[config.mk]
export PLATFORM = sky130hd
export DESIGN_NAME = bf_word_mem
export DESIGN_NICKNAME = d
export VERILOG_FILES = /design/src/rtl/bf_word_mem.sv
export SDC_FILE = /design/constraint.sdc
export NUM_CORES = 1
export LEC_CHECK = 0
export ABC_AREA = 1
export CORE_MARGIN = 2
export CORE_UTILIZATION = 45
export CTS_CLUSTER_SIZE = 30
export DETAILED_ROUTE_END_ITERATION = 8
export HOLD_SLACK_MARGIN = 0.03
export PLACE_DENSITY = 0.66
export SYNTH_ARGS = -nofsm -noshare
export SYNTH_HDL_FRONTEND = slang
export SYNTH_SLANG_ARGS = --single-unit
[constraint.sdc]
create_clock -name clk -period 2.6 [get_ports clk]
set_input_delay 0.52 -clock clk [delete_from_list [all_inputs] [get_ports clk]]
set_output_delay 0.52 -clock clk [all_outputs]
set_load 0.05 [all_outputs]
[src/rtl/bf_word_mem.sv]
// Word memory with write, XOR bit-flip, registered read, tap output and a sequential clear sweep.
// Define BF_WORD_MEM_FLIP_EN to enable the flip port; otherwise flip inputs are ignored.
module bf_word_mem #(
  parameter int WIDTH   = 8,
  parameter int DEPTH   = 16,
  parameter int TAP_IDX = 5
) (
  input  logic                       clk,
  input  logic                       rst,
  input  logic                       wr_en,
  input  logic [$clog2(DEPTH)-1:0]   wr_addr,
  input  logic [WIDTH-1:0]           wr_data,
  input  logic                       flip_en,
  input  logic [$clog2(DEPTH)-1:0]   flip_addr,
  input  logic [WIDTH-1:0]           flip_mask,
  input  logic [$clog2(DEPTH)-1:0]   rd_addr,
  output logic [WIDTH-1:0]           rd_data,
  output logic [WIDTH-1:0]           tap_data,
  input  logic                       clr_start,
  output logic                       clr_busy,
  output logic                       clr_done
);

  localparam int AW = $clog2(DEPTH);
  localparam logic [AW:0] DEPTH_LIM = DEPTH[AW:0];

  typedef enum logic [1:0] {IDLE, SWEEP, DONE} state_t;

  state_t            state;
  state_t            state_nxt;
  logic [AW-1:0]     ptr;
  logic [WIDTH-1:0]  mem [DEPTH];
  logic              wr_ok;
  logic              flip_ok;
  logic              rd_ok;

  assign wr_ok = wr_en && ({1'b0, wr_addr} < DEPTH_LIM) && !clr_busy;
  assign rd_ok = ({1'b0, rd_addr} < DEPTH_LIM);

`ifdef BF_WORD_MEM_FLIP_EN
  assign flip_ok = flip_en && ({1'b0, flip_addr} < DEPTH_LIM) && !clr_busy;
`else
  logic unused_flip;
  assign unused_flip = flip_en;
  assign flip_ok     = 1'b0;
`endif

  always_ff @(posedge clk or negedge rst) begin
    if (!rst) begin
      state <= IDLE;
    end else begin
      state <= state_nxt;
    end
  end

  always_comb begin
    state_nxt = state;
    case (state)
      IDLE:    if (clr_start) state_nxt = SWEEP;
      SWEEP:   if (ptr == AW'(DEPTH - 1)) state_nxt = DONE;
      DONE:    state_nxt = IDLE;
      default: state_nxt = IDLE;
    endcase
  end

  always_comb begin
    clr_busy = 1'b0;
    clr_done = 1'b0;
    case (state)
      SWEEP:   clr_busy = 1'b1;
      DONE:    begin
        clr_busy = 1'b1;
        clr_done = 1'b1;
      end
      default: ;
    endcase
  end

  always_ff @(posedge clk or negedge rst) begin
    if (!rst) begin
      ptr <= '0;
    end else if (state == IDLE && clr_start) begin
      ptr <= '0;
    end else if (state == SWEEP) begin
      ptr <= ptr + 1'b1;
    end
  end

  // Clear has priority; a same-address write and flip merge into wr_data ^ flip_mask.
  always_ff @(posedge clk or negedge rst) begin
    if (!rst) begin
      for (int i = 0; i < DEPTH; i++) mem[i] <= '0;
    end else begin
      for (int i = 0; i < DEPTH; i++) begin
        if (state == SWEEP && ptr == AW'(i)) begin
          mem[i] <= '0;
        end else if (wr_ok && wr_addr == AW'(i)) begin
          mem[i] <= (flip_ok && flip_addr == AW'(i)) ? (wr_data ^ flip_mask) : wr_data;
        end else if (flip_ok && flip_addr == AW'(i)) begin
          mem[i] <= mem[i] ^ flip_mask;
        end
      end
    end
  end

  always_ff @(posedge clk or negedge rst) begin
    if (!rst) begin
      rd_data <= '0;
    end else begin
      rd_data <= rd_ok ? mem[rd_addr] : '0;
    end
  end

  assign tap_data = mem[TAP_IDX];

endmodule

==> results of run 1 <==
==> cell families (layout without fill, tap and decap cells) <==
logic type	Yosys count	count (layout)	share of synthesized area [%]
adder cells (fa/ha/maj)	10	10	1.76
flip-flops	142	142	50.0
AO/OA/AOI/OAI	146	146	10.4
buffers and inverters	207	261	11.5
AND/OR/NAND/NOR	457	457	26.3
XOR/XNOR	1	1	0.123
==> metal layers <==
layer	part of all wire (%)	wire [um]	up-vias
met4	2.1	413	0
met3	6.0	1160	25
met2	45	8830	183
met1	46	9010	2976
met5	0	0	-
li1	-	-	3059
==> stage by stage <==
step	hold WS [ns]	cell area, um^2	power [uW]	utilization [%]	setup WS, ns
3_3_place_gp	0.490	7810	6020	51.0	0.346
5_1_grt	0.0550	8490	9500	55.4	0.0873
4_1_cts	0.0399	8490	8930	55.4	0.0591
3_5_place_dp	0.492	7810	6090	51.0	0.234
6_report	0.0238	8490	8910	55.4	0.166
2_1_floorplan	0.224	7110	5340	-	0.682
==> worst max-delay path by stage <==
stage / from / slack (ns) / endpoint / depth (start not counted)
after floorplan: state[0]$_DFFE_PN0P_ / 0.68 / mem[104]$_DFFE_PN0P_ / 9
after global placement: wr_addr[0] / 0.35 / mem[114]$_DFFE_PN0P_ / 6
after detailed placement: wr_addr[0] / 0.23 / mem[114]$_DFFE_PN0P_ / 6
after CTS: state[0]$_DFFE_PN0P_ / 0.06 / clr_busy / 3
after global routing: state[0]$_DFFE_PN0P_ / 0.09 / clr_done / 3
final: state[0]$_DFFE_PN0P_ / 0.17 / clr_done / 3
==> cells in the final DEF, fill, tap and decap left out, drive strengths merged <==
master	instances
a211oi	1
a21oi	3
buf	31
bufinv	6
clkbuf	21
clkdlybuf4s50	34
clkinv	3
clkinvlp	2
dfrtp	142
dlymetal6s2s	1
ha	10
inv	163
nand2	297
nand3	115
nor2	42
nor3	3
o21ai	136
o22ai	6
xor2	1
==> what timing repair did <==
item,in CTS,in global routing
endpoints found under the setup margin,0,1
hold endpoints to repair,0,0
gates resized for setup,0,1
==> final cells by class <==
cell class	instances	area share, %
clock buffers	21	5.54
clock inverters	11	2.48
inverters	163	7.21
multi-input cells	614	32.3
flip-flops and latches	142	41.9
well taps	211	3.11
repair buffers	66	7.50
==> state kept, by name (all words and copies together) (netlist names) <==
register / count
mem: 120
ptr: 4
rd_data: 8
state: 2
tap_data: 8
==> where the power goes <==
part	switching [uW]	leakage, uW	internal (uW)
Clock	951	0.000329	1870
Combinational	1820	0.00203	877
Sequential	277	0.00187	3120
Total	3050	0.00423	5860
==> out/metrics.cfg, run 1 <==
[finish]
stdcell_count=1228
multi_input_comb_area_mm2=0.00274
drive_above_1_share_pct=6.39
regArea_mm2=0.00355
nFillCells=1457
diodes=0
area_growth_pct=19.4
final_net_count=1047

[clock_network]
root_buffer=clkbuf_16
cts_hold_buf=0
cts_buffers=17
cts_max_level=4
cts_tree=built
path_clk_slew_ns=0.06
cts_sinks=142
cts_buffer_depth=2
clock_latency_ns=0.43
cts_setup_buffers=0

[die]
die_x_um=130
start_util_pct=46.4
coreArea_mm2=0.0153
row_count=45
chipHeight_um=130
fp.dieArea_mm2=0.0168
io_pins=51

[placed_design]
dpl.hpwl_mm=12.6
dp.cells=1196
gp_congestion=0.878
portBuffers=37

[setup_path]
timing.rr.end=mem[114]$_DFFE_PN0P_
crit_required_ns=2.08
path_class=reg2out
path_delay_family=buffers and inverters
timing.critical_path.slowest_cell_delay_ns=0.79
worst-path-buf-inv=2
arrival_ns=1.91
crit_slowest_cell=clkdlybuf4s50_1
start_kind=flip-flop
end_kind=primary output
r2r-start=state[1]$_DFFE_PN0P_
worst-r2r-cell-count=5
r2r_setup_slack_ns=0.31
crit_path_max_fanout=4
cp_cell_sequence=inv_1 > ha_1 > clkdlybuf4s50_1

[global_routing]
antenna_found_initial=0
grt.met3_usage_pct=4.76
grt_busiest_layer=met2
grt_max_degree=60
grt_pass1_wl_mm=31.0
grt_use_met2_pct=37.3
grt_usage_pct=24.5
grt_pass1_vias=5777
overflow=0
met1_usage_pct=35.3

[sta]
worst_pin_slew_ns=1.11
fmax_mhz=411
setup_violations=0
period_share_pct=93.6
hold_viol_final=0
fin_setup_tns_ns=0
period_needed_ns=2.43
fin_skew_ns=0.00556
slew_viol_final=0
slew_headroom_pct=25.3
rsz0062_at_grt=no

[drt]
avgRoutedWirePerCell_um=15.8
dr.first_iter.drc_count=522
drc=0
firstDrtPassIters=5
via_count=6243
ant_nets=0
vias_per_cell=5.08
wirelength_mm=19.4

[pwr]
p_leak_uw=0.00423
peakVddDrop_uv=764
p_per_area_mw_per_mm2=1050

[yosys]
netlist_area_mm2=0.00711
ys_warn_count=0
syn_nets=1006
synth_cell_types=19
synthFlopType=dfrtp_1
synth_commonest_cells=nand2_1 (297), inv_1 (162), dfrtp_1 (142)
synth_area_leader_cell=dfrtp_1
synthCells=963
synthMostInstantiatedCell=nand2_1
synth_area_per_cell_um2=7.39
synth_seq_area_share_pct=50.0
synth_top_area_share_pct=50.0
synthArstFlopShare_pct=100
yosys_register_bits=142
synth_area_leaders=dfrtp_1 (50%), nand2_1 (16%), o21ai_0 (9.2%)
synth_edf_count=0

[status]
status=finished clean

[flow_run]
max_cap_viol_count=0

[min_path]
hp-class=in2async

Note: power is estimated with default switching activity, not from simulation.
==> inputs of run 2 (changes only) <==
--- a/config.mk
+++ b/config.mk
@@ -12,6 +12,7 @@
 export DETAILED_ROUTE_END_ITERATION = 8
 export HOLD_SLACK_MARGIN = 0.03
 export PLACE_DENSITY = 0.66
+export RECOVER_POWER = 50
 export SYNTH_ARGS = -nofsm -noshare
 export SYNTH_HDL_FRONTEND = slang
 export SYNTH_SLANG_ARGS = --single-unit
==> run 2 against run 1 <==
Critical path depth stayed put; design area fell by 0.40%; sequential share of layout area is 0.17 points higher; die area is the same; sequential power about the same; final cell count stayed put; power is 0.15% lower; global-route usage unchanged; worst setup slack gained 0.0017 ns; flip-flop and latch count unchanged; first-iteration DRC count fell by 2.7%; highest routed layer unchanged.
==> out/metrics.cfg, run 2 (synthesized netlist as in run 1, its figures left out) <==
[global_routing]
antenna_found_initial=0
grt_pass1_vias=5777
grt_usage_pct=24.5
grt_pass1_wl_mm=31.0
grt.met3_usage_pct=4.76
grt_busiest_layer=met2
grt_max_degree=60
overflow=0
grt_use_met2_pct=37.3
met1_usage_pct=35.3

[die]
die_x_um=130
coreArea_mm2=0.0153
chipHeight_um=130
fp.dieArea_mm2=0.0168
io_pins=51
start_util_pct=46.4
row_count=45

[placed_design]
gp_congestion=0.878
dpl.hpwl_mm=12.6
portBuffers=37
dp.cells=1196
post-place-ws_ns=0.234

[sta]
fin_setup_tns_ns=0
fmax_mhz=411
setup_violations=0
worst_pin_slew_ns=1.18
hold_viol_final=0
period_needed_ns=2.43
slew_viol_final=0
rsz0062_at_grt=no
fin_skew_ns=0.00666
fin_ws_ns=0.168
slew_headroom_pct=21.1
period_share_pct=93.5

[clock_network]
cts_max_level=4
cts_buffers=17
cts_sinks=142
clock_latency_ns=0.43
path_clk_slew_ns=0.06
cts_tree=built
root_buffer=clkbuf_16
cts_setup_buffers=0
cts_buffer_depth=2

[drt]
wirelength_mm=19.4
vias_per_cell=5.10
avgRoutedWirePerCell_um=15.8
ant_nets=0
via_count=6266
drc=0
firstDrtPassIters=5
dr.first_iter.drc_count=508

[finish]
final_net_count=1047
diodes=0
area_growth_pct=18.9
final_common_cell=nand2_1
regMostFlops=mem
drive_above_1_share_pct=6.39
multi_input_comb_area_mm2=0.00274
nFillCells=1463
final_cell_mix=nand2_1 (297), inv_1 (162), dfrtp_1 (142), o21ai_0 (131), nand3_1 (115)
regArea_mm2=0.00355
stdcell_count=1228
largest_register_ff_count=120

[pwr]
power_frac_comb_pct=30.2
p_seq_share_pct=38.1
switchingPower_uw=3040
switching_share_pct=34.2
p_per_area_mw_per_mm2=1050
internal_power_uw=5860
peakVddDrop_uv=761
clockPowerShare_pct=31.6
p_leak_uw=0.00421

[setup_path]
crit_required_ns=2.08
end_kind=primary output
arrival_ns=1.91
path_class=reg2out
start_kind=flip-flop
crit_path_max_fanout=4

[status]
status=finished clean

[flow_run]
max_cap_viol_count=0

[min_path]
hp-class=in2async

[run 2: worst max-delay path: stages (launching register included)]
cell and delay, ns:
dfrtp_1 0.40, inv_1 0.13, ha_1 0.16, clkdlybuf4s50_1 0.79
[run 2: routing by layer]
metal  vias to the layer above  share of wire, %
met4                         0               2.3
met5                         -                 0
met1                      2987                47
li1                       3064                 -
met2                       190                46
met3                        25               5.5
[run 2: path summary, 6_finish.rpt]
check / startpoint / end / slack (ns) / depth (start not counted)
worst min-delay path: rst / tap_data[4]$_DFFE_PN0P_ / 0.33 / 1
worst min register to register: state[1]$_DFFE_PN0P_ / state[1]$_DFFE_PN0P_ / 0.53 / 2
min in group clk: state[1]$_DFFE_PN0P_ / state[1]$_DFFE_PN0P_ / 0.53 / 2
worst max-delay path: state[0]$_DFFE_PN0P_ / clr_done / 0.17 / 3
worst max register to register: state[1]$_DFFE_PN0P_ / mem[114]$_DFFE_PN0P_ / 0.30 / 5
max in group asynchronous: rst / mem[51]$_DFFE_PN0P_ / 0.69 / 2
[run 2: through the flow]
step / power, uW / hold WS [ns] / utilization, % / cell area, um^2
4_1_cts: 8930 / 0.0399 / 55.4 / 8490
2_1_floorplan: 5340 / 0.224 / - / 7110
3_3_place_gp: 6020 / 0.490 / 51.0 / 7810
5_1_grt: 9500 / 0.419 / 55.2 / 8460
6_report: 8900 / 0.329 / 55.2 / 8460
3_5_place_dp: 6090 / 0.492 / 51.0 / 7810
[run 2: power by group through the flow]
stage / combinational, uW / sequential (uW) / clock, uW
after floorplan: 1890 / 3450 / 0
after global placement: 2630 / 3390 / 0
final: 2690 / 3390 / 2820
after global routing: 3060 / 3490 / 2950
after detailed placement: 2660 / 3430 / 0
after CTS: 2700 / 3390 / 2840
[run 2: layout make-up]
cell class | instances | share of cell area (%)
multi-input combinational | 614 | 32.4
tap | 211 | 3.12
clock inverter | 11 | 2.49
sequential | 142 | 42.0
inverter | 163 | 7.24
timing repair buffer | 66 | 7.13
clock buffer | 21 | 5.56
[run 2: timing repair]
| action | in CTS | in global routing |
|---|---|---|
| setup endpoints to repair | 0 | 1 |
| gates resized for setup | 0 | 1 |
| hold buffers | 0 | 0 |
